[src/rtl/vector_seq_pkg.sv]
// Shared types and helpers for the vector iteration sequencer.
package vector_seq_pkg;

  typedef enum logic [1:0] {
    IDLE = 2'd0,
    RUN  = 2'd1,
    SWAP = 2'd2,
    FIN  = 2'd3
  } seq_state_e;

  // Number of PARALLELISM-wide beats needed to cover one vector.
  function automatic int unsigned beats_f(input int unsigned length,
                                          input int unsigned parallelism);
    return length / parallelism;
  endfunction

endpackage

[src/rtl/vector_iter_sequencer_if.sv]
// Control, buffer-port and compute-lane signals of the vector iteration sequencer.
interface vector_iter_sequencer_if #(
  parameter int unsigned PARALLELISM = 4,
  parameter int unsigned DATA_WIDTH  = 32,
  parameter int unsigned ADDR_WIDTH  = 5
);
  logic                              start;
  logic [15:0]                       num_iters;
  logic                              busy;
  logic                              done;
  logic [15:0]                       iter_count;
  logic                              ping;
  logic                              x_valid;
  logic                              x_ready;
  logic [PARALLELISM*ADDR_WIDTH-1:0] x_addr;
  logic                              x_rvalid;
  logic [PARALLELISM*DATA_WIDTH-1:0] x_rdata;
  logic                              x_rready;
  logic                              cmp_valid;
  logic [PARALLELISM*DATA_WIDTH-1:0] cmp_data;
  logic                              cmp_ready;
  logic                              res_valid;
  logic [PARALLELISM*DATA_WIDTH-1:0] res_data;
  logic                              res_ready;
  logic                              xn_valid;
  logic                              xn_ready;
  logic [PARALLELISM*ADDR_WIDTH-1:0] xn_addr;
  logic [PARALLELISM*DATA_WIDTH-1:0] xn_wdata;

  modport master (
    input  start, num_iters, x_ready, x_rvalid, x_rdata, cmp_ready,
           res_valid, res_data, xn_ready,
    output busy, done, iter_count, ping, x_valid, x_addr, x_rready,
           cmp_valid, cmp_data, res_ready, xn_valid, xn_addr, xn_wdata
  );

  modport slave (
    output start, num_iters, x_ready, x_rvalid, x_rdata, cmp_ready,
           res_valid, res_data, xn_ready,
    input  busy, done, iter_count, ping, x_valid, x_addr, x_rready,
           cmp_valid, cmp_data, res_ready, xn_valid, xn_addr, xn_wdata
  );

endinterface

[src/rtl/vector_addr_gen.sv]
// Saturating beat counter with per-lane element address expansion.
module vector_addr_gen
  import vector_seq_pkg::*;
#(
  parameter  int unsigned LENGTH      = 32,
  parameter  int unsigned PARALLELISM = 4,
  localparam int unsigned BEATS       = beats_f(LENGTH, PARALLELISM),
  localparam int unsigned AW          = $clog2(LENGTH),
  localparam int unsigned BW          = $clog2(BEATS + 1)
) (
  input  logic                      clk,
  input  logic                      rst_n,
  input  logic                      clr,
  input  logic                      inc,
  output logic [BW-1:0]             beat,
  output logic                      full,
  output logic [PARALLELISM*AW-1:0] addr
);

  assign full = (beat == BW'(BEATS));

  // Beat counter: cleared between iterations, stops at BEATS.
  always_ff @(posedge clk) begin
    if (!rst_n) begin
      beat <= '0;
    end else if (clr) begin
      beat <= '0;
    end else if (inc && !full) begin
      beat <= beat + BW'(1);
    end
  end

  // Lane i of the current beat addresses element beat*PARALLELISM + i.
  always_comb begin
    addr = '0;
    for (int unsigned i = 0; i < PARALLELISM; i++) begin
      addr[i*AW +: AW] = AW'(32'(beat) * PARALLELISM + i);
    end
  end

endmodule

[src/rtl/vector_iter_sequencer.sv]
// Streams x through the compute lane into x_n, swapping buffers once per iteration.
module vector_iter_sequencer
  import vector_seq_pkg::*;
#(
  parameter int unsigned LENGTH          = 32,
  parameter int unsigned DATA_WIDTH      = 32,
  parameter int unsigned PARALLELISM     = 4,
  parameter int unsigned MAX_OUTSTANDING = 4
) (
  input logic                   clk,
  input logic                   rst_n,
  vector_iter_sequencer_if.master bus
);

  localparam int unsigned BEATS      = beats_f(LENGTH, PARALLELISM);
  localparam int unsigned ADDR_WIDTH = $clog2(LENGTH);
  localparam int unsigned BEAT_W     = $clog2(BEATS + 1);
  localparam int unsigned OUT_W      = $clog2(MAX_OUTSTANDING + 1);
  localparam int unsigned BUS_W      = PARALLELISM * DATA_WIDTH;

  if (LENGTH % PARALLELISM != 0) begin : g_len_chk
    $error("LENGTH must be a multiple of PARALLELISM");
  end
  if (MAX_OUTSTANDING < 1) begin : g_out_chk
    $error("MAX_OUTSTANDING must be at least 1");
  end

  seq_state_e                       state, state_nxt;
  logic [15:0]                      num_iters_q, iter_count_q;
  logic [OUT_W-1:0]                 outstanding;
  logic [BEAT_W-1:0]                rd_beat, wr_beat;
  logic                             rd_full, wr_full;
  logic [PARALLELISM*ADDR_WIDTH-1:0] rd_addr, wr_addr;
  logic [BUS_W-1:0]                 rdata, wdata;
  logic                             in_run, x_valid_c, rd_hs, wr_hs, wr_last, cnt_clr;
  logic                             unused;

  assign in_run    = (state == RUN);
  assign x_valid_c = in_run && !rd_full && (outstanding < OUT_W'(MAX_OUTSTANDING));
  assign rd_hs     = x_valid_c && bus.x_ready;
  assign wr_hs     = in_run && bus.res_valid && bus.xn_ready;
  assign wr_last   = (wr_beat == BEAT_W'(BEATS - 1));
  assign cnt_clr   = !in_run;
  assign unused    = ^{rd_beat, wr_full};

  vector_addr_gen #(.LENGTH(LENGTH), .PARALLELISM(PARALLELISM)) u_rd_gen (
    .clk(clk), .rst_n(rst_n), .clr(cnt_clr), .inc(rd_hs),
    .beat(rd_beat), .full(rd_full), .addr(rd_addr)
  );

  vector_addr_gen #(.LENGTH(LENGTH), .PARALLELISM(PARALLELISM)) u_wr_gen (
    .clk(clk), .rst_n(rst_n), .clr(cnt_clr), .inc(wr_hs),
    .beat(wr_beat), .full(wr_full), .addr(wr_addr)
  );

  // Data paths are pure pass-through; the lane and buffer do the buffering.
  assign rdata         = bus.x_rdata;
  assign wdata         = bus.res_data;
  assign bus.cmp_data  = rdata;
  assign bus.xn_wdata  = wdata;
  assign bus.cmp_valid = bus.x_rvalid;
  assign bus.x_rready  = bus.cmp_ready;
  assign bus.x_valid   = x_valid_c;
  assign bus.x_addr    = rd_addr;
  assign bus.xn_valid  = in_run && bus.res_valid;
  assign bus.res_ready = in_run && bus.xn_ready;
  assign bus.xn_addr   = wr_addr;
  assign bus.iter_count = iter_count_q;

  // State register.
  always_ff @(posedge clk) begin
    if (!rst_n) state <= IDLE;
    else        state <= state_nxt;
  end

  // Next-state and state-decoded status outputs.
  always_comb begin
    state_nxt = state;
    bus.busy  = 1'b0;
    bus.done  = 1'b0;
    bus.ping  = 1'b0;
    unique case (state)
      IDLE: begin
        if (bus.start) state_nxt = (bus.num_iters != 16'd0) ? RUN : FIN;
      end
      RUN: begin
        bus.busy = 1'b1;
        if (wr_hs && wr_last) state_nxt = SWAP;
      end
      SWAP: begin
        bus.busy  = 1'b1;
        bus.ping  = 1'b1;
        state_nxt = (iter_count_q + 16'd1 == num_iters_q) ? FIN : RUN;
      end
      FIN: begin
        bus.done  = 1'b1;
        state_nxt = IDLE;
      end
      default: state_nxt = IDLE;
    endcase
  end

  // Run parameters latched on an accepted start; iteration tally bumps on each swap.
  always_ff @(posedge clk) begin
    if (!rst_n) begin
      num_iters_q  <= '0;
      iter_count_q <= '0;
    end else if (state == IDLE && bus.start) begin
      num_iters_q  <= bus.num_iters;
      iter_count_q <= '0;
    end else if (state == SWAP) begin
      iter_count_q <= iter_count_q + 16'd1;
    end
  end

  // Beats read-accepted but not yet written; cleared outside RUN.
  always_ff @(posedge clk) begin
    if (!rst_n || cnt_clr) begin
      outstanding <= '0;
    end else if (rd_hs && !wr_hs) begin
      outstanding <= outstanding + OUT_W'(1);
    end else if (wr_hs && !rd_hs && outstanding != '0) begin
      outstanding <= outstanding - OUT_W'(1);
    end
  end

endmodule
[src/flat_wrapper.sv]
// flat-port wrapper written by rule: the top's interface ports become plain ports
module vector_iter_sequencer_flat import vector_seq_pkg::*;
#(
  parameter int unsigned LENGTH          = 32,
  parameter int unsigned DATA_WIDTH      = 32,
  parameter int unsigned PARALLELISM     = 4,
  parameter int unsigned MAX_OUTSTANDING = 4
)
  (clk, rst_n, bus_start, bus_num_iters, bus_x_ready, bus_x_rvalid, bus_x_rdata, bus_cmp_ready, bus_res_valid, bus_res_data, bus_xn_ready, bus_busy, bus_done, bus_iter_count, bus_ping, bus_x_valid, bus_x_addr, bus_x_rready, bus_cmp_valid, bus_cmp_data, bus_res_ready, bus_xn_valid, bus_xn_addr, bus_xn_wdata);
  vector_iter_sequencer_if #(.PARALLELISM(PARALLELISM), .DATA_WIDTH(DATA_WIDTH)) bus_i ();
  input logic clk;
  input logic rst_n;
  input wire logic [$bits(bus_i.start)-1:0] bus_start;
  input wire logic [$bits(bus_i.num_iters)-1:0] bus_num_iters;
  input wire logic [$bits(bus_i.x_ready)-1:0] bus_x_ready;
  input wire logic [$bits(bus_i.x_rvalid)-1:0] bus_x_rvalid;
  input wire logic [$bits(bus_i.x_rdata)-1:0] bus_x_rdata;
  input wire logic [$bits(bus_i.cmp_ready)-1:0] bus_cmp_ready;
  input wire logic [$bits(bus_i.res_valid)-1:0] bus_res_valid;
  input wire logic [$bits(bus_i.res_data)-1:0] bus_res_data;
  input wire logic [$bits(bus_i.xn_ready)-1:0] bus_xn_ready;
  output wire logic [$bits(bus_i.busy)-1:0] bus_busy;
  output wire logic [$bits(bus_i.done)-1:0] bus_done;
  output wire logic [$bits(bus_i.iter_count)-1:0] bus_iter_count;
  output wire logic [$bits(bus_i.ping)-1:0] bus_ping;
  output wire logic [$bits(bus_i.x_valid)-1:0] bus_x_valid;
  output wire logic [$bits(bus_i.x_addr)-1:0] bus_x_addr;
  output wire logic [$bits(bus_i.x_rready)-1:0] bus_x_rready;
  output wire logic [$bits(bus_i.cmp_valid)-1:0] bus_cmp_valid;
  output wire logic [$bits(bus_i.cmp_data)-1:0] bus_cmp_data;
  output wire logic [$bits(bus_i.res_ready)-1:0] bus_res_ready;
  output wire logic [$bits(bus_i.xn_valid)-1:0] bus_xn_valid;
  output wire logic [$bits(bus_i.xn_addr)-1:0] bus_xn_addr;
  output wire logic [$bits(bus_i.xn_wdata)-1:0] bus_xn_wdata;
  assign bus_i.start = bus_start;
  assign bus_i.num_iters = bus_num_iters;
  assign bus_i.x_ready = bus_x_ready;
  assign bus_i.x_rvalid = bus_x_rvalid;
  assign bus_i.x_rdata = bus_x_rdata;
  assign bus_i.cmp_ready = bus_cmp_ready;
  assign bus_i.res_valid = bus_res_valid;
  assign bus_i.res_data = bus_res_data;
  assign bus_i.xn_ready = bus_xn_ready;
  assign bus_busy = bus_i.busy;
  assign bus_done = bus_i.done;
  assign bus_iter_count = bus_i.iter_count;
  assign bus_ping = bus_i.ping;
  assign bus_x_valid = bus_i.x_valid;
  assign bus_x_addr = bus_i.x_addr;
  assign bus_x_rready = bus_i.x_rready;
  assign bus_cmp_valid = bus_i.cmp_valid;
  assign bus_cmp_data = bus_i.cmp_data;
  assign bus_res_ready = bus_i.res_ready;
  assign bus_xn_valid = bus_i.xn_valid;
  assign bus_xn_addr = bus_i.xn_addr;
  assign bus_xn_wdata = bus_i.xn_wdata;
  vector_iter_sequencer #(.LENGTH(LENGTH), .DATA_WIDTH(DATA_WIDTH), .PARALLELISM(PARALLELISM), .MAX_OUTSTANDING(MAX_OUTSTANDING)) u_core (.clk(clk), .rst_n(rst_n), .bus(bus_i));
endmodule
[config.mk]
export PLATFORM = sky130hd
export DESIGN_NAME = vector_iter_sequencer_flat
export DESIGN_NICKNAME = d
export VERILOG_FILES = /design/src/rtl/vector_seq_pkg.sv /design/src/rtl/vector_iter_sequencer_if.sv /design/src/rtl/vector_addr_gen.sv /design/src/rtl/vector_iter_sequencer.sv /design/src/flat_wrapper.sv
export SDC_FILE = /design/constraint.sdc
export NUM_CORES = 1
export LEC_CHECK = 0
export CELL_PAD_IN_SITES_DETAIL_PLACEMENT = 0
export CELL_PAD_IN_SITES_GLOBAL_PLACEMENT = 1
export CORE_AREA = 3 3 232 234
export DETAILED_ROUTE_END_ITERATION = 7
export DIE_AREA = 0 0 235 237
export GPL_TIMING_DRIVEN = 0
export PLACE_DENSITY = 0.55
export SLEW_MARGIN = 10
export SYNTH_ARGS = -nofsm -noshare
export SYNTH_HDL_FRONTEND = slang
export SYNTH_SLANG_ARGS = --single-unit
export TNS_END_PERCENT = 5
[constraint.sdc]
create_clock -name clk -period 5.5 [get_ports clk]
set_input_delay 1.1 -clock clk [delete_from_list [all_inputs] [get_ports clk]]
set_output_delay 1.1 -clock clk [all_outputs]
set_load 0.01 [all_outputs]
# --- Word level (Yosys, flattened, before mapping) ---
# Cells that the tools add are included.
classes:
  muxes: 10
  order_cmp: 1
  n_reduce_logical: 28
  n_eq_ne: 9
  n_addsub: 11
  bitwise: 1
ops:
  columns: ["cell", "count"]
  rows:
  - ["adder 5 x 2 -> 5 bit, second input constant", 4]
  - ["adder 16 x 1 -> 16 bit, second input constant", 1]
  - ["== test 16 bit", 1]
  - ["nonzero test 16 bit", 1]
  - ["logical AND 1 bit", 13]
  - ["adder 5 x 1 -> 5 bit, second input constant", 2]
  - ["adder 4 x 1 -> 4 bit, second input constant", 2]
  - ["== test 4 bit, second input constant", 2]
  - ["two-way mux 2 bit", 4]
  - ["case mux 2 bit (4 select lines)", 1]
  - ["zero test 1 bit", 6]
  - ["two-way mux 3 bit", 2]
  - ["== test 2 bit, second input constant", 2]
  - ["== test 4 x 3 -> 1 bit, second input constant", 1]
  - ["!= test 2 bit, second input constant", 2]
  - ["AND reduction 2 bit", 2]
  - ["OR reduction 2 bit", 2]
  - ["adder 3 x 1 -> 3 bit, second input constant", 1]
  - ["less-than comparator 3 bit, second input constant", 1]
  - ["two-way mux 1 bit", 3]
  - ["nonzero test 3 bit", 1]
  - ["subtractor 3 x 1 -> 3 bit, second input constant", 1]
  - ["== test 2 x 1 -> 1 bit, second input constant", 1]
  - ["zero test 2 bit", 1]
  - ["other kinds (3)", 3]
word_totals:
  elab_cells: 66
  register_bits: 45
  out_inout_bits: 320
  input_bits: 280

# --- Longest topological paths before layout ---
# Gate-level depths: netlist of run 1.
depth:
  ltp_word: 10
  ltp_mapped: 9

# --- Modules after synthesis ---
# Synthesis of run 1 repeated with hierarchy kept, for this count alone.
unflattened:
  hier_cells: 634
  area_unflattened_um2: 5011.1
by_module_without_submodules:
  columns: ["mod", "n_inst", "area_each_um2", "cells_per_inst", "seq_area_each_um2"]
  rows:
  - ["vector_iter_sequencer", 1, 4260.3, 540, 740.7]
  - ["vector_addr_gen", 2, 375.4, 47, 80.1]

# --- Worst setup path before layout of run 1 ---
# OpenSTA, ideal clock, no wires.
synth_path:
  kind: "input-to-reg"
  startpoint: "input port bus_num_iters[6]"
  endpoint: "register u_core.state[1]"
  required_time_ns: 5.416
  setup_slack_ns: 3.046
  path_stages: 6
  arrival_ns: 2.370
  path_buffers: 0
  path_cell_list: "or4_1 > nor3_1 > nand4_1 > a31oi_1 > o2111ai_1 > o31ai_2"
synth_between:
  elab_chain_len: 4
synth_lines:
  columns: ["element", "line_no", "text"]
  rows:
  - ["start: declaration", "flat_wrapper.sv:14", "input wire logic [$bits(bus_i.num_iters)-1:0] bus_num_iters;"]
  - ["nonzero test 16 bit", "vector_iter_sequencer.sv:84", "if (bus.start) state_nxt = (bus.num_iters != 16'd0) ? RUN : FIN;"]
  - ["two-way mux 2 bit (2 in series)", "vector_iter_sequencer.sv:84", null]
  - ["case mux 2 bit (4 select lines)", "vector_iter_sequencer.sv:82", "unique case (state)"]
  - ["end signal: assignment", "vector_iter_sequencer.sv:73", "else state <= state_nxt;"]
  - ["end: declaration", "vector_iter_sequencer.sv:28", "seq_state_e state, state_nxt;"]
# Every way passes these cells. The select of a mux whose other input is x is not followed.
# A chain may end at the register's enable or synchronous reset.

# --- Final worst setup path of run 1 ---
layout_path:
  startpoint: "input port bus_res_valid"
  endpoint: "output port bus_xn_valid"
layout_between:
  elab_chain_len: 1
layout_lines:
  columns: ["element", "line_no", "text"]
  rows:
  - ["start: declaration", "flat_wrapper.sv:19", "input wire logic [$bits(bus_i.res_valid)-1:0] bus_res_valid;"]
  - ["logical AND 1 bit", "vector_iter_sequencer.sv:65", "assign bus.xn_valid = in_run && bus.res_valid;"]
  - ["end: declaration", "flat_wrapper.sv:32", "output wire logic [$bits(bus_i.xn_valid)-1:0] bus_xn_valid;"]
# Every way passes these cells.

==> metrics, run 1 <==
Rel. slew slack=59.4%; GRT overflow=0; Crit Path Class=input port to output pin; first-pass GRT wire length=29.2 mm; WL final=21.0 mm; post-CTS setup repair buffer count=0; initial antenna violation count=6; CP max stage delay=560 ps; DRT iter0 DRCs=75; Pre-antenna DRT Iters=4; largest area contributor in the netlist=buf_4; Top Ports=600; Hold WC Path Type=register to register; Nets=1,253; register bit count reported by yosys=45; sequential cell area=901 um^2; Worst EP required=4400 ps; TritonCTS clock tree=yes; Clock Path Buffers=2; die area=55,700 um^2; share of layout cells above drive strength 1=33.5%; Clock transition at path regs=60 ps; All-Layer GR Usage=6.81%; CP Cell Sequence=clkdlybuf4s50_1, and2_1, clkdlybuf4s50_1; PortBufs=325; clk_skew=8.08 ps; Fillers=5,856; most area-consuming cells after synthesis=buf_4 (46%), dfxtp_1 (19%), nand2_1 (4.1%); Peak supply drop=0.118 mV; Synth Flop Type=dfxtp_1; worst reg2reg path startpoint=u_core.bus.iter_count[0]; DRC=0; RSZ-0062 raised after global routing=false; sequential area share after synthesis=18.6%; kind of start point of the critical path=input port; largest net degree at the start of global routing=16; pwr dens=161 nW/um^2; Leak=3.81 nW; Buf+Inv Stages, Crit Path=2; chip width=235 um; Synth top area share=46.1%; Area Overhead vs Synth=89.2%; kind of end point of the critical path=output pin; Post-synth EDFFs=0; CTS H-Tree Depth=2; YS warnings=0; min-delay src=u_core.num_iters_q[0]; Initial Util=9.28%; Max Cap Viol=0; post-CTS sizing=0; crit path DAT=2290 ps; via count=4,781; Final setup viols=0; Setup TNS=0 ps; ys async rst share=0%; final slew viol count=0; dpl ws=2100 ps; Least-Margin Pin Slew=609 ps; Critical-path top delay cell=clkdlybuf4s50_1; Core ar.=52,200 um^2; Syn Inst Count=616; setup ws final=2110 ps; minimum clock period=3390 ps; clk root buf=clkbuf_16; Final HPWL DP=19.0 mm; status=finished, final reports clean; drt via density=2.89; GP Congestion=0.763; CP startpoint=bus_res_valid; Routed Antenna Nets=0; Syn Area/Cell=7.87 um^2; vias in the first global route=4,765; per-cell routed wire length=12.7 um; Achievable Freq=0.295 GHz; number of placement rows=84; final hold vios=0; CTS buffer count=5; final core occ=17.6%; post-synth cell types=50; cell area after synthesis=4850 um^2; Clock Sinks=45; CP dominant cell by count=clkdlybuf4s50_1; Clock Latency Late Sink=300 ps; CTS Hold Bufs=0; die height=237 um; area of the multi-input gates=1660 um^2; Max FO, Critical Path=3; Top delay family on crit path=buffers and inverters; period utilization=61.7%
==> flip-flops by register name, summed over array words and instances (netlist names) <==
signal	count
u_core.u_wr_gen.beat	4
u_core.bus.iter_count	16
u_core.num_iters_q	16
u_core.u_rd_gen.beat	4
u_core.outstanding	3
u_core.state	2
==> cells in the final DEF (no fill, tap or decap), types with 7 or more instances in the layout <==
master,count
xor2_1,21
dfxtp_1,45
mux2i_1,7
xnor2_1,18
a21boi_0,16
a21oi_1,8
clkdlybuf4s50_1,325
nand3_1,9
nand2_1,53
conb_1,16
clkbuf_1,8
nor2_1,35
inv_1,13
buf_4,298
nor3_1,9
ha_1,10
==> cells in the mapped netlist (2+ instances only) <==
master    count
xor2_1       21
nor2_1       35
a221o_1       2
conb_1        2
a211oi_1      3
clkbuf_1      8
a21oi_1       8
and2_1        3
nor3_1        9
a31oi_1       2
mux2i_1       7
nor3_2        2
nand3_1       9
nor4_1        5
inv_1        13
nand2_1      53
dfxtp_1      45
or4_1         2
buf_2         5
or3_1         3
a21boi_0     16
nand4_1       5
xnor2_1      18
buf_4       298
nor2b_1       3
ha_1         10
o21ai_0       6
==> final cells by class <==
cell class                      instances  share of cell area (%)
Tap cell                              688                    9.38
Timing Repair Buffer                  325                    35.4
Antenna cell                            2                  0.0545
Multi-Input combinational cell        260                    18.1
Clock buffer                            6                    1.51
Inverter                               14                   0.573
Buffer                                311                    25.0
Sequential cell                        45                    9.82
Clock inverter                          2                   0.191
==> cells by family (layout without fill, tap and decap cells) <==
| family | Yosys count | count (layout) | synth area share, % |
|---|---|---|---|
| fa+ha+maj | 11 | 11 | 2.99 |
| compound gates | 45 | 45 | 6.61 |
| flops | 45 | 45 | 18.6 |
| simple gates | 141 | 141 | 14.6 |
| buf+inv | 325 | 658 | 48.3 |
| mux | 8 | 8 | 1.68 |
| other cells | 2 | 18 | 0.155 |
| xor+xnor | 39 | 39 | 7.04 |
==> power breakdown <==
part,total (W),internal [W],switching (W)
clock network,0.000326,0.000184,0.000142
registers,0.000394,0.000358,0.0000364
logic,0.000756,0.000436,0.000321
==> worst paths after layout <==
| kind | endpoint | depth (start not counted) | slack, ps |
|---|---|---|---|
| max reg2reg | u_core.state[1] | 7 | 2940 |
| min reg2reg | u_core.num_iters_q[0] | 2 | 480 |
| max | bus_xn_valid | 3 | 2110 |
| min | u_core.num_iters_q[0] | 2 | 480 |
==> worst reg2reg max path, stage by stage, from the launching register on <==
cell      delay (ps)
dfxtp_1          540
ha_1             330
nand3_1          230
nor3_2           310
nor2b_1           80
o311ai_0         470
o21ai_0          290
o31ai_2          250
==> routing by layer <==
metal  wire, um  vias to the layer above  global-route usage, %  part of all wire (%)
met1       7140                     2119                   6.94                    34
li1           -                     2347                      -                     -
met3       2270                       22                   2.87                    11
met4        293                       10                   1.63                   1.4
met5         56                        -                      0                  0.27
met2      11300                      283                   12.8                    54
==> metrics by stage <==
stage,cells,hold slack (ps),area [um^2],total power (W)
2_1_floorplan,630,455,4900,0.000817
3_5_place_dp,1643,471,9020,0.00118
4_1_cts,1651,481,9170,0.00152
6_report,1653,476,9180,0.00148
5_1_grt,1651,497,9170,0.00158
3_3_place_gp,1643,471,9020,0.00118
Note: power is estimated with default switching activity, not from simulation.
==> inputs of run 2 (changes only) <==
--- a/config.mk
+++ b/config.mk
@@ -11,7 +11,7 @@
 export DETAILED_ROUTE_END_ITERATION = 7
 export DIE_AREA = 0 0 235 237
 export GPL_TIMING_DRIVEN = 0
-export PLACE_DENSITY = 0.55
+export PLACE_DENSITY = 0.57
 export SLEW_MARGIN = 10
 export SYNTH_ARGS = -nofsm -noshare
 export SYNTH_HDL_FRONTEND = slang
==> constraint.sdc (replaced) <==
create_clock -name clk -period 3 [get_ports clk]
set_input_delay 0.6 -clock clk [delete_from_list [all_inputs] [get_ports clk]]
set_output_delay 0.6 -clock clk [all_outputs]
set_load 0.01 [all_outputs]
==> metrics, run 2 (synthesis gave the netlist of run 1 again) <==
CP Cell Sequence=inv_1, ha_1, inv_1, nor3_1, clkdlybuf4s50_1; Initial Util=9.28%; status=finished, final reports clean; Max Cap Viol=0; R2R setup slack=380 ps; kind of end point of the critical path=output pin; hold path cells=2; clk_skew=4.58 ps; number of placement rows=84; crit path DAT=2120 ps; via count=4,814; per-cell routed wire length=12.5 um; R2R cell count=9; Worst EP required=2400 ps; Clock Path Buffers=2; Clock Sinks=45; period utilization=90.6%; CP dominant cell by count=inv_1; Fillers=5,853; Nets=1,253; Peak supply drop=0.203 mV; die height=237 um; Sw Pwr=0.000948 W; TritonCTS clock tree=yes; final slew viol count=0; PortBufs=325; post-CTS setup repair buffer count=0; Hold Path Sink=u_core.num_iters_q[2]; chip width=235 um; Leak=3.81 nW; Hold WC Path Type=register to register; Clock Latency Late Sink=300 ps; share of layout cells above drive strength 1=33.5%; Max FO, Critical Path=8; Clock Power Share=24.4%; Sw Share=33.8%; pwr dens=305 nW/um^2; Setup TNS=0 ps; Final setup viols=0; GRT overflow=0; CP max stage delay=580 ps; All-Layer GR Usage=6.67%; Final HPWL DP=18.4 mm; die area=55,700 um^2; minimum clock period=2720 ps; Internal=0.00185 W; DRC=0; CTS buffer count=5; Rel. slew slack=59.1%; Least-Margin Pin Slew=614 ps; Hold Slack=479 ps; min-delay src=u_core.num_iters_q[2]; WL final=20.6 mm; Critical-path top delay cell=clkdlybuf4s50_1; largest net degree at the start of global routing=17; DRT iter0 DRCs=91; worst reg2reg path startpoint=u_core.state[1]; commonest non-fill, non-tap cell in the layout=clkdlybuf4s50_1; Seq pwr share=25.8%; Achievable Freq=0.368 GHz; kind of start point of the critical path=register; post-CTS sizing=0; Comb power frac=49.8%; CTS Hold Bufs=0; Area Overhead vs Synth=89.5%; Core ar.=52,200 um^2; RSZ-0062 raised after global routing=false; first-pass GRT wire length=28.9 mm; Top Ports=600; most frequent cells in the layout=clkdlybuf4s50_1 (325), buf_4 (298), nand2_1 (53); final hold vios=0; Clock transition at path regs=70 ps; drt via density=2.91; clk root buf=clkbuf_16; Pre-antenna DRT Iters=4; Crit Path Class=register to output pin; R2R Path End=u_core.outstanding[2]; GP Congestion=0.839; vias in the first global route=4,740; initial antenna violation count=9; CTS H-Tree Depth=2; Routed Antenna Nets=0
## run 2: cell count changes in the layout (fill, tap and decap cells not counted), sizes merged
cell and change:
bufinv +1, clkbuf -1, clkinv -1, diode -1, inv +1
## run 2: layout make-up
cell class,count,area (um^2),share of cell area (%)
Sequential cell,45,901,9.80
Antenna cell,1,2.50,0.0272
Clock buffer,5,125,1.36
Buffer,311,2290,24.9
Timing Repair Buffer,325,3250,35.4
Inverter,14,52.6,0.572
Tap cell,688,861,9.37
Clock inverter,3,47.5,0.517
Multi-Input combinational cell,260,1660,18.0
## run 2: power groups by stage
stage	combinational, W	sequential, W	clock (W)
5_1_grt	0.00151	0.000733	0.000733
2_1_floorplan	0.000780	0.000718	0
6_report	0.00140	0.000723	0.000684
3_3_place_gp	0.00142	0.000737	0
3_5_place_dp	0.00142	0.000738	0
4_1_cts	0.00143	0.000724	0.000716
## run 2: worst max path at each step
| stage | startpoint | to | slack [ps] | depth (start not counted) |
|---|---|---|---|---|
| finish | u_core.state[1] | bus_x_valid | 280 | 5 |
| global route | u_core.state[1] | bus_x_valid | 160 | 5 |
| CTS | u_core.state[1] | bus_x_valid | 230 | 5 |
| detailed placement | bus_num_iters[6] | u_core.state[1] | 360 | 7 |
| global placement | u_core.state[1] | u_core.outstanding[2] | 340 | 9 |
| floorplan | u_core.u_rd_gen.beat[0] | u_core.outstanding[2] | 770 | 9 |
## run 2: layer usage
layer / share of wire, % / vias up / wire length [um] / GRT usage, %
met4: 0.87 / 18 / 179 / 1.34
met1: 34 / 2144 / 6940 / 6.65
met2: 55 / 278 / 11300 / 13.0
li1: - / 2349 / - / -
met3: 10 / 25 / 2120 / 2.61
met5: 0.56 / - / 115 / 0
## run 2: per-stage QoR
| stage | instances | total power (W) | util (%) | worst slack [ps] | cell area, um^2 |
|---|---|---|---|---|---|
| after floorplan | 630 | 0.00150 | - | 768 | 4900 |
| after global placement | 1643 | 0.00216 | 17.3 | 341 | 9020 |
| after detailed placement | 1643 | 0.00216 | 17.3 | 355 | 9020 |
| after CTS | 1651 | 0.00287 | 17.6 | 231 | 9190 |
| after global routing | 1651 | 0.00298 | 17.6 | 160 | 9190 |
| final | 1652 | 0.00280 | 17.6 | 283 | 9190 |
## run 2: worst max-delay path: cells and delay by family (launching register included)
kind | cells | cell delay [ps]
and+or+nand+nor | 1 | 190
buffers and inverters | 3 | 860
DFF | 1 | 360
adders and majority gates | 1 | 400
==> inputs of run 3 (changes only) <==
--- a/config.mk
+++ b/config.mk
@@ -7,13 +7,14 @@
 export LEC_CHECK = 0
 export CELL_PAD_IN_SITES_DETAIL_PLACEMENT = 0
 export CELL_PAD_IN_SITES_GLOBAL_PLACEMENT = 1
-export CORE_AREA = 3 3 232 234
+export CORE_AREA = 3 3 235 237
 export DETAILED_ROUTE_END_ITERATION = 7
-export DIE_AREA = 0 0 235 237
+export DIE_AREA = 0 0 238 240
 export GPL_TIMING_DRIVEN = 0
-export PLACE_DENSITY = 0.57
+export PLACE_DENSITY = 0.54
 export SLEW_MARGIN = 10
 export SYNTH_ARGS = -nofsm -noshare
 export SYNTH_HDL_FRONTEND = slang
+export SYNTH_HIERARCHICAL = 1
 export SYNTH_SLANG_ARGS = --single-unit
 export TNS_END_PERCENT = 5
==> constraint.sdc (replaced) <==
create_clock -name clk -period 2.8 [get_ports clk]
set_input_delay 0.56 -clock clk [delete_from_list [all_inputs] [get_ports clk]]
set_output_delay 0.56 -clock clk [all_outputs]
set_load 0.01 [all_outputs]
==> metrics, run 3 <==
Sw Pwr=0.00102 W; PortBufs=325; die area=57,100 um^2; Achievable Freq=0.390 GHz; cell total after placement=1,664; DRC=0; Clock transition at path regs=70 ps; final hold vios=0; per-cell routed wire length=12.6 um; Final setup viols=0; Top delay family on crit path=buffers and inverters; CTS H-Tree Depth=2; Routed Antenna Nets=0; Sw Share=33.5%; Worst EP required=2240 ps; R2R Path End=u_core/outstanding[2]; Syn Inst Count=631; pwr dens=325 nW/um^2; CP max stage delay=580 ps; Max Cap Viol=0; Buf+Inv Stages, Crit Path=3; chip width=238 um; most frequent cells in the layout=clkdlybuf4s50_1 (325), buf_4 (295), nand2_1 (50); Core ar.=53,500 um^2; commonest non-fill, non-tap cell in the layout=clkdlybuf4s50_1; Internal=0.00201 W; Fillers=6,010; Hold WC Path Type=register to register; Nets=1,266; CTS buffer count=5; Clock Path Buffers=2; Final HPWL DP=18.8 mm; kind of end point of the critical path=output pin; Max FO, Critical Path=8; Hold Path Sink=u_core/num_iters_q[1]; Hold Slack=480 ps; kind of start point of the critical path=register; YS warnings=6; die height=240 um; Rel. slew slack=55.2%; initial antenna violation count=5; drt via density=2.90; Seq pwr share=25.3%; vias in the first global route=4,510; minimum clock period=2570 ps; crit path DAT=2010 ps; clk root buf=clkbuf_16; Post-Layout Cell Count=1,672; min-delay src=u_core/num_iters_q[1]; hold path cells=2; share of layout cells above drive strength 1=33.6%; RSZ-0062 raised after global routing=false; Crit Path Class=register to output pin; via count=4,844; Least-Margin Pin Slew=672 ps; Syn Area/Cell=7.91 um^2; WL final=21.0 mm; GP Congestion=0.705; Pre-antenna DRT Iters=4; status=finished, final reports clean; post-CTS setup repair buffer count=0; Top Ports=600; DRT iter0 DRCs=133; Clock Sinks=45; antenna cells=0; Critical-path top delay cell=clkdlybuf4s50_1; largest net degree at the start of global routing=15; Clock Latency Late Sink=290 ps; TritonCTS clock tree=yes; number of placement rows=85; Area Overhead vs Synth=87.2%; worst reg2reg path startpoint=u_core/u_rd_gen/beat[0]; Clock Power Share=23.1%; GRT overflow=0; R2R setup slack=330 ps; R2R cell count=11; period utilization=91.7%; clk_skew=4.43 ps; All-Layer GR Usage=6.36%; Initial Util=9.33%; CP Cell Sequence=inv_1, ha_1, nand3b_4, inv_2, nor3_1, clkdlybuf4s50_1; Comb power frac=51.6%; first-pass GRT wire length=27.7 mm; Leak=3.83 nW; cell area after synthesis=4990 um^2; final slew viol count=0; Peak supply drop=0.288 mV
[run 3: repair_timing]
item	4_1_cts	5_1_grt
gates resized for setup	1	1
pin swaps	0	0
setup endpoints to repair	2	2
hold buffers	0	0
cloned	0	0
[run 3: worst max path at each step]
stage / startpoint / endpoint / slack, ps / cells after the start
final: u_core/u_rd_gen/beat[0] / bus_x_valid / 230 / 6
after global routing: u_core/u_rd_gen/beat[0] / bus_x_valid / 50 / 6
after CTS: u_core/u_rd_gen/beat[0] / u_core/outstanding[2] / 100 / 11
after detailed placement: bus_x_ready / u_core/outstanding[2] / -220 / 8
after global placement: bus_x_ready / u_core/outstanding[2] / -250 / 8
after floorplan: u_core/u_rd_gen/beat[0] / u_core/outstanding[2] / 210 / 11
[run 3: final cells by class]
class	instances	area (um^2)	area share [%]
inverters	17	63.8	0.683
repair buffers	325	3250	34.8
well taps	696	871	9.32
plain buffers	312	2350	25.2
clock inverters	2	38.8	0.415
flip-flops and latches	45	901	9.65
multi-input cells	269	1730	18.6
clock buffers	6	129	1.38
[run 3: power by group through the flow]
stage | Sequential [W] | Clock, W | Combinational, W
3_3_place_gp | 0.000780 | 0 | 0.00157
3_5_place_dp | 0.000781 | 0 | 0.00158
6_report | 0.000766 | 0.000700 | 0.00156
2_1_floorplan | 0.000764 | 0 | 0.000876
4_1_cts | 0.000767 | 0.000734 | 0.00159
5_1_grt | 0.000776 | 0.000749 | 0.00170
[run 3: worst reg2reg max path: stages, from the launching register on]
cell and delay (ps):
dfxtp_1 470, inv_1 100, ha_1 240, nand3b_4 100
inv_2 60, nor4bb_4 420, and2_1 230, inv_1 70
fa_1 350, nor2_1 130, xor2_1 150, nor2_1 50
[run 3: layer usage]
metal	share of wire, %	track usage (%)	vias up
met5	0.23	0	-
met4	0.31	0.605	10
met3	8.4	2.19	14
met2	53	11.7	255
met1	38	7.34	2164
li1	-	-	2401
[run 3: stage by stage]
stage / total power [W] / setup TNS [ps] / setup WS, ps / util, % / instance area [um^2]
CTS: 0.00309 / 0 / 95.1 / 17.4 / 9330
detailed placement: 0.00236 / -411 / -222 / 17.1 / 9160
global placement: 0.00236 / -391 / -245 / 17.1 / 9160
floorplan: 0.00164 / 0 / 212 / - / 5030
finish: 0.00303 / 0 / 233 / 17.5 / 9340
global route: 0.00323 / 0 / 49.1 / 17.5 / 9340
